[src/rtl/uart_cmd_wrapper.sv]
// -----------------------------------------------------------------------------
// uart_cmd_wrapper
// Bridge between the Bluetooth UART pins and the command processor.
// Receives 8N1 bytes on RX and pairs them (high byte first, then low byte)
// into a 16-bit command with a ready/clear handshake. Sends 8-bit response
// bytes on TX as 8N1 frames.
//
// Ports:
//   clk          system clock
//   rst_n        asynchronous active-low reset
//   RX           serial input, idle high, asynchronous to clk
//   TX           serial output, idle high
//   cmd          last complete command {high byte, low byte}
//   cmd_rdy      cmd valid, held until cleared
//   clr_cmd_rdy  consumer acknowledge, clears cmd_rdy
//   resp         response byte to transmit
//   trmt         one-cycle pulse: start transmitting resp
//   tx_done      last response fully sent, held until next accepted trmt
// -----------------------------------------------------------------------------
module uart_cmd_wrapper #(
    parameter int BAUD_CNT = 5208
) (
    input  logic        clk,
    input  logic        rst_n,
    input  logic        RX,
    output logic        TX,
    output logic [15:0] cmd,
    output logic        cmd_rdy,
    input  logic        clr_cmd_rdy,
    input  logic [7:0]  resp,
    input  logic        trmt,
    output logic        tx_done
);

    localparam int              CNT_W     = $clog2(BAUD_CNT);
    localparam logic [CNT_W-1:0] FULL_LAST = CNT_W'(BAUD_CNT - 1);
    localparam logic [CNT_W-1:0] HALF_LAST = CNT_W'(BAUD_CNT / 2 - 1);
    localparam logic [CNT_W-1:0] CNT_ONE   = CNT_W'(1);

    typedef enum logic [1:0] {RX_IDLE, RX_START, RX_DATA, RX_STOP} rx_state_t;
    typedef enum logic       {BYTE_HIGH, BYTE_LOW}                 byte_state_t;
    typedef enum logic       {TX_IDLE, TX_XMIT}                    tx_state_t;

    // ------------------------------------------------------------------------
    // RX synchronizer: [0],[1] form the 2-flop synchronizer, [2] is the
    // previous synchronized value used for falling-edge detection.
    // ------------------------------------------------------------------------
    logic [2:0] rx_pipe_q;
    logic       rx_sync;
    logic       rx_prev;

    always_ff @(posedge clk or negedge rst_n) begin
        if (!rst_n) begin
            rx_pipe_q <= 3'b111;
        end else begin
            rx_pipe_q <= {rx_pipe_q[1:0], RX};
        end
    end

    assign rx_sync = rx_pipe_q[1];
    assign rx_prev = rx_pipe_q[2];

    // ------------------------------------------------------------------------
    // RX bit FSM
    // ------------------------------------------------------------------------
    rx_state_t        rx_state_q, rx_state_d;
    logic [CNT_W-1:0] rx_cnt_q, rx_cnt_d;
    logic [2:0]       rx_bit_idx_q, rx_bit_idx_d;
    logic [7:0]       rx_shift_q, rx_shift_d;

    logic rx_fall, rx_half_done, rx_full_done;
    logic start_ok, bit_tick, stop_tick, byte_valid, frame_err;

    assign rx_fall      = rx_prev & ~rx_sync;
    assign rx_half_done = (rx_cnt_q == HALF_LAST);
    assign rx_full_done = (rx_cnt_q == FULL_LAST);
    assign start_ok     = (rx_state_q == RX_START) && rx_half_done && !rx_sync;
    assign bit_tick     = (rx_state_q == RX_DATA) && rx_full_done;
    assign stop_tick    = (rx_state_q == RX_STOP) && rx_full_done;
    assign byte_valid   = stop_tick &&  rx_sync;
    assign frame_err    = stop_tick && !rx_sync;

    always_ff @(posedge clk or negedge rst_n) begin
        if (!rst_n) begin
            rx_state_q <= RX_IDLE;
        end else begin
            rx_state_q <= rx_state_d;
        end
    end

    always_comb begin
        rx_state_d = rx_state_q;
        case (rx_state_q)
            RX_IDLE:  if (rx_fall)      rx_state_d = RX_START;
            RX_START: if (rx_half_done) rx_state_d = rx_sync ? RX_IDLE : RX_DATA;
            RX_DATA:  if (bit_tick && (rx_bit_idx_q == 3'd7)) rx_state_d = RX_STOP;
            RX_STOP:  if (rx_full_done) rx_state_d = RX_IDLE;
            default:  rx_state_d = RX_IDLE;
        endcase
    end

    // Counter restarts on every state change and on every data sample so the
    // sample points stay at mid-bit after the half-bit start alignment.
    always_comb begin
        rx_cnt_d     = rx_cnt_q + CNT_ONE;
        rx_bit_idx_d = rx_bit_idx_q;
        rx_shift_d   = rx_shift_q;
        if ((rx_state_q == RX_IDLE) || (rx_state_d != rx_state_q) || bit_tick) begin
            rx_cnt_d = '0;
        end
        if (rx_state_q == RX_START) begin
            rx_bit_idx_d = 3'd0;
        end else if (bit_tick) begin
            rx_bit_idx_d = rx_bit_idx_q + 3'd1;
        end
        if (bit_tick) begin
            rx_shift_d = {rx_sync, rx_shift_q[7:1]};
        end
    end

    always_ff @(posedge clk or negedge rst_n) begin
        if (!rst_n) begin
            rx_cnt_q     <= '0;
            rx_bit_idx_q <= 3'd0;
            rx_shift_q   <= 8'h00;
        end else begin
            rx_cnt_q     <= rx_cnt_d;
            rx_bit_idx_q <= rx_bit_idx_d;
            rx_shift_q   <= rx_shift_d;
        end
    end

    // ------------------------------------------------------------------------
    // Byte FSM: pairs received bytes into commands
    // ------------------------------------------------------------------------
    byte_state_t byte_state_q, byte_state_d;
    logic [7:0]  high_q, high_d;
    logic [15:0] cmd_q, cmd_d;
    logic        cmd_rdy_q, cmd_rdy_d;

    always_ff @(posedge clk or negedge rst_n) begin
        if (!rst_n) begin
            byte_state_q <= BYTE_HIGH;
        end else begin
            byte_state_q <= byte_state_d;
        end
    end

    always_comb begin
        byte_state_d = byte_state_q;
        if (frame_err) begin
            byte_state_d = BYTE_HIGH;
        end else if (byte_valid) begin
            byte_state_d = (byte_state_q == BYTE_HIGH) ? BYTE_LOW : BYTE_HIGH;
        end
    end

    // A confirmed start bit while waiting for a high byte means a new command
    // is on its way, so the old one is withdrawn. Setting has priority over
    // any clear in the same cycle.
    always_comb begin
        high_d    = high_q;
        cmd_d     = cmd_q;
        cmd_rdy_d = cmd_rdy_q;
        if (byte_valid && (byte_state_q == BYTE_HIGH)) begin
            high_d = rx_shift_q;
        end
        if (byte_valid && (byte_state_q == BYTE_LOW)) begin
            cmd_d     = {high_q, rx_shift_q};
            cmd_rdy_d = 1'b1;
        end else if (clr_cmd_rdy || (start_ok && (byte_state_q == BYTE_HIGH))) begin
            cmd_rdy_d = 1'b0;
        end
    end

    always_ff @(posedge clk or negedge rst_n) begin
        if (!rst_n) begin
            high_q    <= 8'h00;
            cmd_q     <= 16'h0000;
            cmd_rdy_q <= 1'b0;
        end else begin
            high_q    <= high_d;
            cmd_q     <= cmd_d;
            cmd_rdy_q <= cmd_rdy_d;
        end
    end

    assign cmd     = cmd_q;
    assign cmd_rdy = cmd_rdy_q;

    // ------------------------------------------------------------------------
    // TX FSM
    // ------------------------------------------------------------------------
    tx_state_t        tx_state_q, tx_state_d;
    logic [CNT_W-1:0] tx_cnt_q, tx_cnt_d;
    logic [3:0]       tx_bit_idx_q, tx_bit_idx_d;
    logic [9:0]       tx_shift_q, tx_shift_d;
    logic             tx_done_q, tx_done_d;
    logic             tx_tick, tx_last;

    assign tx_tick = (tx_state_q == TX_XMIT) && (tx_cnt_q == FULL_LAST);
    assign tx_last = tx_tick && (tx_bit_idx_q == 4'd9);

    always_ff @(posedge clk or negedge rst_n) begin
        if (!rst_n) begin
            tx_state_q <= TX_IDLE;
        end else begin
            tx_state_q <= tx_state_d;
        end
    end

    always_comb begin
        tx_state_d = tx_state_q;
        case (tx_state_q)
            TX_IDLE: if (trmt)    tx_state_d = TX_XMIT;
            TX_XMIT: if (tx_last) tx_state_d = TX_IDLE;
            default: tx_state_d = TX_IDLE;
        endcase
    end

    // TX is taken straight from bit 0 of the frame shifter; ones are shifted
    // in behind the frame so the line is back to idle once the frame is out.
    always_comb begin
        tx_cnt_d     = tx_cnt_q + CNT_ONE;
        tx_bit_idx_d = tx_bit_idx_q;
        tx_shift_d   = tx_shift_q;
        tx_done_d    = tx_done_q;
        if ((tx_state_q == TX_IDLE) || tx_tick) begin
            tx_cnt_d = '0;
        end
        if (tx_state_q == TX_IDLE) begin
            tx_bit_idx_d = 4'd0;
            if (trmt) begin
                tx_shift_d = {1'b1, resp, 1'b0};
                tx_done_d  = 1'b0;
            end
        end else if (tx_tick) begin
            tx_bit_idx_d = tx_bit_idx_q + 4'd1;
            tx_shift_d   = {1'b1, tx_shift_q[9:1]};
            if (tx_last) begin
                tx_done_d = 1'b1;
            end
        end
    end

    always_ff @(posedge clk or negedge rst_n) begin
        if (!rst_n) begin
            tx_cnt_q     <= '0;
            tx_bit_idx_q <= 4'd0;
            tx_shift_q   <= 10'h3FF;
            tx_done_q    <= 1'b0;
        end else begin
            tx_cnt_q     <= tx_cnt_d;
            tx_bit_idx_q <= tx_bit_idx_d;
            tx_shift_q   <= tx_shift_d;
            tx_done_q    <= tx_done_d;
        end
    end

    assign TX      = tx_shift_q[0];
    assign tx_done = tx_done_q;

endmodule

[config.mk]
export PLATFORM = sky130hd
export DESIGN_NAME = uart_cmd_wrapper
export DESIGN_NICKNAME = d
export VERILOG_FILES = /design/src/rtl/uart_cmd_wrapper.sv
export SDC_FILE = /design/constraint.sdc
export NUM_CORES = 1
export LEC_CHECK = 0
export ABC_AREA = 1
export CORE_ASPECT_RATIO = 2
export CORE_MARGIN = 4
export CORE_UTILIZATION = 45
export CTS_CLUSTER_SIZE = 24
export DETAILED_ROUTE_END_ITERATION = 10
export PLACE_DENSITY = 0.74
export SLEW_MARGIN = 0
export SYNTH_ARGS = -nofsm -noshare
export SYNTH_HDL_FRONTEND = slang
export SYNTH_SLANG_ARGS = --single-unit
[constraint.sdc]
create_clock -name clk -period 4.45 [get_ports clk]
set_input_delay 0.445 -clock clk [delete_from_list [all_inputs] [get_ports clk]]
set_output_delay 0.445 -clock clk [all_outputs]
set_load 0.02 [all_outputs]
==> results of run 1 <==
[final timing paths]
kind | cells after the start | start | slack (ns) | end
max in group asynchronous | 1 | rst_n | 3.51 | rx_cnt_q[2]
min in group clk | 0 | rx_pipe_q[0] | 0.35 | rx_pipe_q[1]
setup / recovery | 8 | rx_cnt_q[0] | 2.01 | high_q[1]
setup reg to reg | 8 | rx_cnt_q[0] | 2.01 | high_q[1]
hold reg to reg | 0 | rx_pipe_q[0] | 0.35 | rx_pipe_q[1]
hold / removal | 1 | rst_n | 0.29 | cmd[14]
[final cells by class]
class | count | area [sq um]
well taps | 98 | 123
multi-input cells | 330 | 1550
clock inverters | 5 | 60.1
inverters | 43 | 161
repair buffers | 31 | 308
fillers | 771 | 3810
clock buffers | 11 | 253
flip-flops and latches | 83 | 2090
[synthesized netlist by cell type, drive strengths merged]
cell | n | share of area
xnor2 | 1 | 0.0023
dfstp | 12 | 0.082
nand4 | 30 | 0.049
o21ai | 16 | 0.021
nand2 | 148 | 0.14
nor3b | 1 | 0.0019
inv | 40 | 0.039
a31oi | 1 | 0.0016
xor2 | 10 | 0.023
nor3 | 13 | 0.020
o22ai | 2 | 0.0032
nor2 | 60 | 0.059
clkinv | 3 | 0.0029
ha | 6 | 0.019
clkbuf | 8 | 0.0078
buf | 7 | 0.0091
a21oi | 6 | 0.0078
dfrtp | 71 | 0.46
nand3 | 34 | 0.045
o211ai | 2 | 0.0039
[power groups by stage]
stage	logic, W	registers, W	clock network, W
floorplan	0.000203	0.000917	0
global placement	0.000257	0.000933	0
detailed placement	0.000267	0.000935	0
CTS	0.000270	0.000924	0.000780
global route	0.000315	0.000940	0.000810
finish	0.000267	0.000926	0.000760
[layer usage]
layer,GRT usage,up-vias,part of all wire
met5,0,-,0
met4,0.0783,0,0.028
met3,0.0370,20,0.035
met2,0.279,64,0.54
met1,0.173,1525,0.40
li1,-,1571,-
[state kept, by name, summed over array words and instances, names as in the netlist]
| register | cells |
|---|---|
| tx_state_q | 1 |
| rx_cnt_q | 13 |
| high_q | 8 |
| rx_shift_q | 8 |
| rx_pipe_q | 3 |
| cmd | 16 |
| rx_bit_idx_q | 3 |
| tx_shift_q | 9 |
| tx_done | 1 |
| byte_state_q | 1 |
| rx_state_q | 2 |
| tx_bit_idx_q | 4 |
| tx_cnt_q | 13 |
| cmd_rdy | 1 |
[through the flow]
step / utilization / worst slack (ns) / area, sq um / std cells / hold slack (ns)
6_report: 0.544 / 2.01 / 4540 / 601 / 0.287
5_1_grt: 0.544 / 1.74 / 4540 / 601 / 0.360
4_1_cts: 0.544 / 1.96 / 4540 / 601 / 0.327
3_5_place_dp: 0.506 / 1.98 / 4230 / 585 / 0.348
3_3_place_gp: 0.506 / 2.05 / 4230 / 585 / 0.346
2_1_floorplan: - / 2.83 / 3860 / 471 / 0.149
[worst max-delay path: stages, from the launching register on]
cell     delay, ns
dfrtp_1       0.38
ha_1          0.20
inv_1         0.06
nor3_1        0.15
nand2_1       0.11
nor3_4        0.71
nand3_1       0.48
nand2_1       0.17
nand2_1       0.06
[logic make-up (layout without fill, tap and decap cells)]
kind of cell             Yosys count  in the layout  synth area share
adder cells (fa/ha/maj)            6              6            0.0194
XOR/XNOR                          11             11            0.0249
buffers and inverters             58             90            0.0586
AO/OA/AOI/OAI                     27             27            0.0372
AND/OR/NAND/NOR                  286            286             0.318
flip-flops                        83             83             0.541
==> impl_metrics.env, run 1 <==
export IMPL_status="complete, no violations"
export IMPL_synth_distinct_cells=23
export IMPL_drt_pass1_iterations=4
export IMPL_hold_class="input pin to async pin"
export IMPL_slew_headroom=0.320
export IMPL_syn_to_final_growth_pct=17.6
export IMPL_postRouteAntennaNets=0
export IMPL_maxSlewViolCount=0
export IMPL_rsz0062_at_grt="false"
export IMPL_gr_total_overflow=0
export IMPL_clock_skew_ns=0.00746
export IMPL_postCtsHoldBufs=0
export IMPL_ir_drop_uv=284
export IMPL_cts_root_buffer="clkbuf_16"
export IMPL_path_max_fanout=28
export IMPL_clockBufferDepth=2
export IMPL_tns_ns=0
export IMPL_post_cts_resized=0
export IMPL_num_vias=3180
export IMPL_cap_viol_max_count=0
export IMPL_layout_drive_gt1_share=0.0636
export IMPL_wl_um=7610
export IMPL_grtUsageTotal=0.159
export IMPL_wl_per_cell_um=12.7
export IMPL_p_sw_frac=0.275
export IMPL_post_cts_buffers=0
export IMPL_switchingPower_w=0.000538
export IMPL_pwr_share_comb=0.137
export IMPL_clkTransAtPathRegs_ns=0.06
export IMPL_drtIter0Drc=189
export IMPL_drc=0
export IMPL_pin_count=32
export IMPL_synth_nets=490
export IMPL_layout_common_cells="nand2_1, dfrtp_1, nor2_1, inv_1, nand3_1"
export IMPL_cts_tree="done"
export IMPL_pwr_share_clk=0.389
export IMPL_total_leakage_power_nw=2.25
export IMPL_via_per_inst=5.29
export IMPL_power_total_w=0.00195
export IMPL_grt_pass1_wl_um=13100
export IMPL_worst_pin_slew_ns=1.02
export IMPL_finalHoldViolCount=0
export IMPL_ys_seq_area_frac=0.541
export IMPL_cts_buffers_inserted=9
export IMPL_fp_dieW_um=73.5
export IMPL_cp_data_required_time_ns=4.67
export IMPL_antenna_found_initial=0
export IMPL_clock_insertion_delay_worst_skew_ns=0.33
export IMPL_yosys_warnings=0
export IMPL_grt_pass1_vias=3067
export IMPL_finalCritPeriodShare=0.549
export IMPL_initial_core_util=0.463
export IMPL_diodes=0
export IMPL_powerDensity_nw_per_um2=430
export IMPL_die_area_sq_um=10200
export IMPL_nets=517
export IMPL_fmax_ghz=0.409
export IMPL_min_period_ns=2.44
export IMPL_netlist_instances=471
export IMPL_num_rows=47
export IMPL_grt_max_degree=84
export IMPL_io_buffer_count=31
export IMPL_p_seq_frac=0.474
export IMPL_cts_max_level=3
export IMPL_core_area_sq_um=8350
export IMPL_place_detailed_hpwl_um=5260
export IMPL_arrival_ns=2.66
export IMPL_worst_setup_path_type="register to register"
export IMPL_synth_seq_cells=83
export IMPL_layout_commonest_cell="nand2_1"
export IMPL_finalSetupViolCount=0
export IMPL_clock_sinks=83
export IMPL_die_y_um=139
export IMPL_startpoint_type="register"
export IMPL_gp_congestion=0.853
export IMPL_worstSetupEndpointType="register"
export IMPL_netlist_area_sq_um=3860
export IMPL_syn_area_per_cell_sq_um=8.20
export IMPL_p_int_w=0.00142
Note: power is estimated with default switching activity, not from simulation.
==> run 2, diff against run 1 <==
==> constraint.sdc (replaced) <==
create_clock -name clk -period 2.5 [get_ports clk]
set_input_delay 0.25 -clock clk [delete_from_list [all_inputs] [get_ports clk]]
set_output_delay 0.25 -clock clk [all_outputs]
set_load 0.02 [all_outputs]
==> run 2 against run 1 <==
Net effect: combinational power grew 82%; cell count grew 1.2%; hold slack better by 0.019 ns.
==> impl_metrics.env, run 2 (synthesis gave the netlist of run 1 again) <==
export IMPL_clock_insertion_delay_worst_skew_ns=0.35
export IMPL_core_area_sq_um=8350
export IMPL_path_max_fanout=11
export IMPL_total_leakage_power_nw=2.27
export IMPL_regArea_sq_um=2090
export IMPL_grt_max_degree=84
export IMPL_postRouteAntennaNets=0
export IMPL_finalSetupViolCount=0
export IMPL_grt_pass1_wl_um=13500
export IMPL_layout_drive_gt1_share=0.0745
export IMPL_die_y_um=139
export IMPL_place_detailed_hpwl_um=5570
export IMPL_die_area_sq_um=10200
export IMPL_maxSlewViolCount=0
export IMPL_cts_max_level=3
export IMPL_via_per_inst=5.18
export IMPL_clockBufferDepth=2
export IMPL_wl_per_cell_um=13.0
export IMPL_wl_um=7890
export IMPL_worstSetupEndpointType="register"
export IMPL_postCtsHoldBufs=1
export IMPL_num_rows=47
export IMPL_grtUsageTotal=0.168
export IMPL_cap_viol_max_count=0
export IMPL_rsz0062_at_grt="false"
export IMPL_gp_congestion=0.830
export IMPL_layout_commonest_cell="nand2_1"
export IMPL_drtIter0Drc=205
export IMPL_largest_reg_flops=16
export IMPL_finalCritPeriodShare=0.796
export IMPL_cts_root_buffer="clkbuf_16"
export IMPL_powerDensity_nw_per_um2=741
export IMPL_startpoint_type="register"
export IMPL_drc=0
export IMPL_pin_count=32
export IMPL_worst_pin_slew_ns=0.457
export IMPL_min_period_ns=1.99
export IMPL_fp_dieW_um=73.5
export IMPL_worst_setup_path_type="register to register"
export IMPL_slew_headroom=0.693
export IMPL_fin_area_sq_um=4580
export IMPL_antenna_found_initial=0
export IMPL_post_cts_resized=0
export IMPL_placed_area_sq_um=4290
export IMPL_hold_class="input pin to register"
export IMPL_cts_buffers_inserted=9
export IMPL_cp_data_required_time_ns=2.74
export IMPL_multiInputGateArea_sq_um=1550
export IMPL_initial_core_util=0.463
export IMPL_arrival_ns=2.23
export IMPL_nets=524
export IMPL_gr_total_overflow=0
export IMPL_diodes=0
export IMPL_clock_sinks=83
export IMPL_ir_drop_uv=405
export IMPL_clock_skew_ns=0.00716
export IMPL_fmax_ghz=0.503
export IMPL_post_cts_buffers=0
export IMPL_layout_common_cells="nand2_1, dfrtp_1, nor2_1, inv_1, nand3_1"
export IMPL_io_buffer_count=31
export IMPL_num_vias=3148
export IMPL_status="complete, no violations"
export IMPL_power_total_w=0.00339
export IMPL_finalHoldViolCount=0
export IMPL_syn_to_final_growth_pct=18.5
export IMPL_grt_pass1_vias=3059
export IMPL_drt_pass1_iterations=4
export IMPL_cts_tree="done"
export IMPL_tns_ns=0
export IMPL_fill_cells=764
export IMPL_clkTransAtPathRegs_ns=0.06
## run 2: cell types whose count changed in the layout (fill, tap and decap cells not counted), sizes merged
cell and delta:
clkinvlp +2, dlygate4sd3 +1, clkbuf -2, clkinv -1
bufinv -1, inv +2, buf +6
## run 2: final cells by class
class	count	share of cell area
sequential	83	0.457
multi-input combinational	330	0.337
timing repair buffer	38	0.0820
clock buffer	9	0.0492
inverter	43	0.0352
tap	98	0.0268
clock inverter	7	0.0126
## run 2: path summary, 6_finish.rpt
check | from | end | slack [ns] | cells past startpoint
max in group asynchronous | rst_n | tx_shift_q[5] | 1.65 | 3
min reg2reg | rx_pipe_q[0] | rx_pipe_q[1] | 0.36 | 0
min | RX | rx_pipe_q[0] | 0.31 | 1
max reg2reg | tx_cnt_q[0] | tx_state_q | 0.51 | 10
max | tx_cnt_q[0] | tx_state_q | 0.51 | 10
min in group asynchronous | rst_n | cmd[13] | 0.45 | 3
## run 2: where the power goes
part | leakage, nW | switching, W | internal [W]
clock network | 0.129 | 0.000578 | 0.000684
logic | 1.07 | 0.000293 | 0.000192
registers | 1.07 | 0.000143 | 0.00150
## run 2: through the flow
step	hold WS, ns	std cells	setup slack (ns)	utilization
floorplan	-0.0456	471	0.881	-
global placement	0.308	591	0.524	0.513
detailed placement	0.317	591	0.518	0.513
CTS	0.292	608	0.505	0.548
global route	0.295	608	0.215	0.548
finish	0.306	608	0.511	0.548
## run 2: critical path, stage by stage, from the launching register on
cell and delay, ns:
dfrtp_1 0.43, ha_1 0.20, nand2_1 0.07, inv_1 0.07, nand3_1 0.06, nor2_1 0.21
nand3_1 0.39, inv_1 0.22, nand3_1 0.12, nand2_1 0.07, inv_1 0.04
## run 2: layer usage
layer  part of all wire  wire, um  global-route usage  up-vias
met5                  0         0                   0        -
met4              0.020       161              0.0755        0
met3              0.033       261              0.0377       11
met2               0.54      4290               0.287       48
met1               0.40      3180               0.192     1501
li1                   -         -                   -     1588
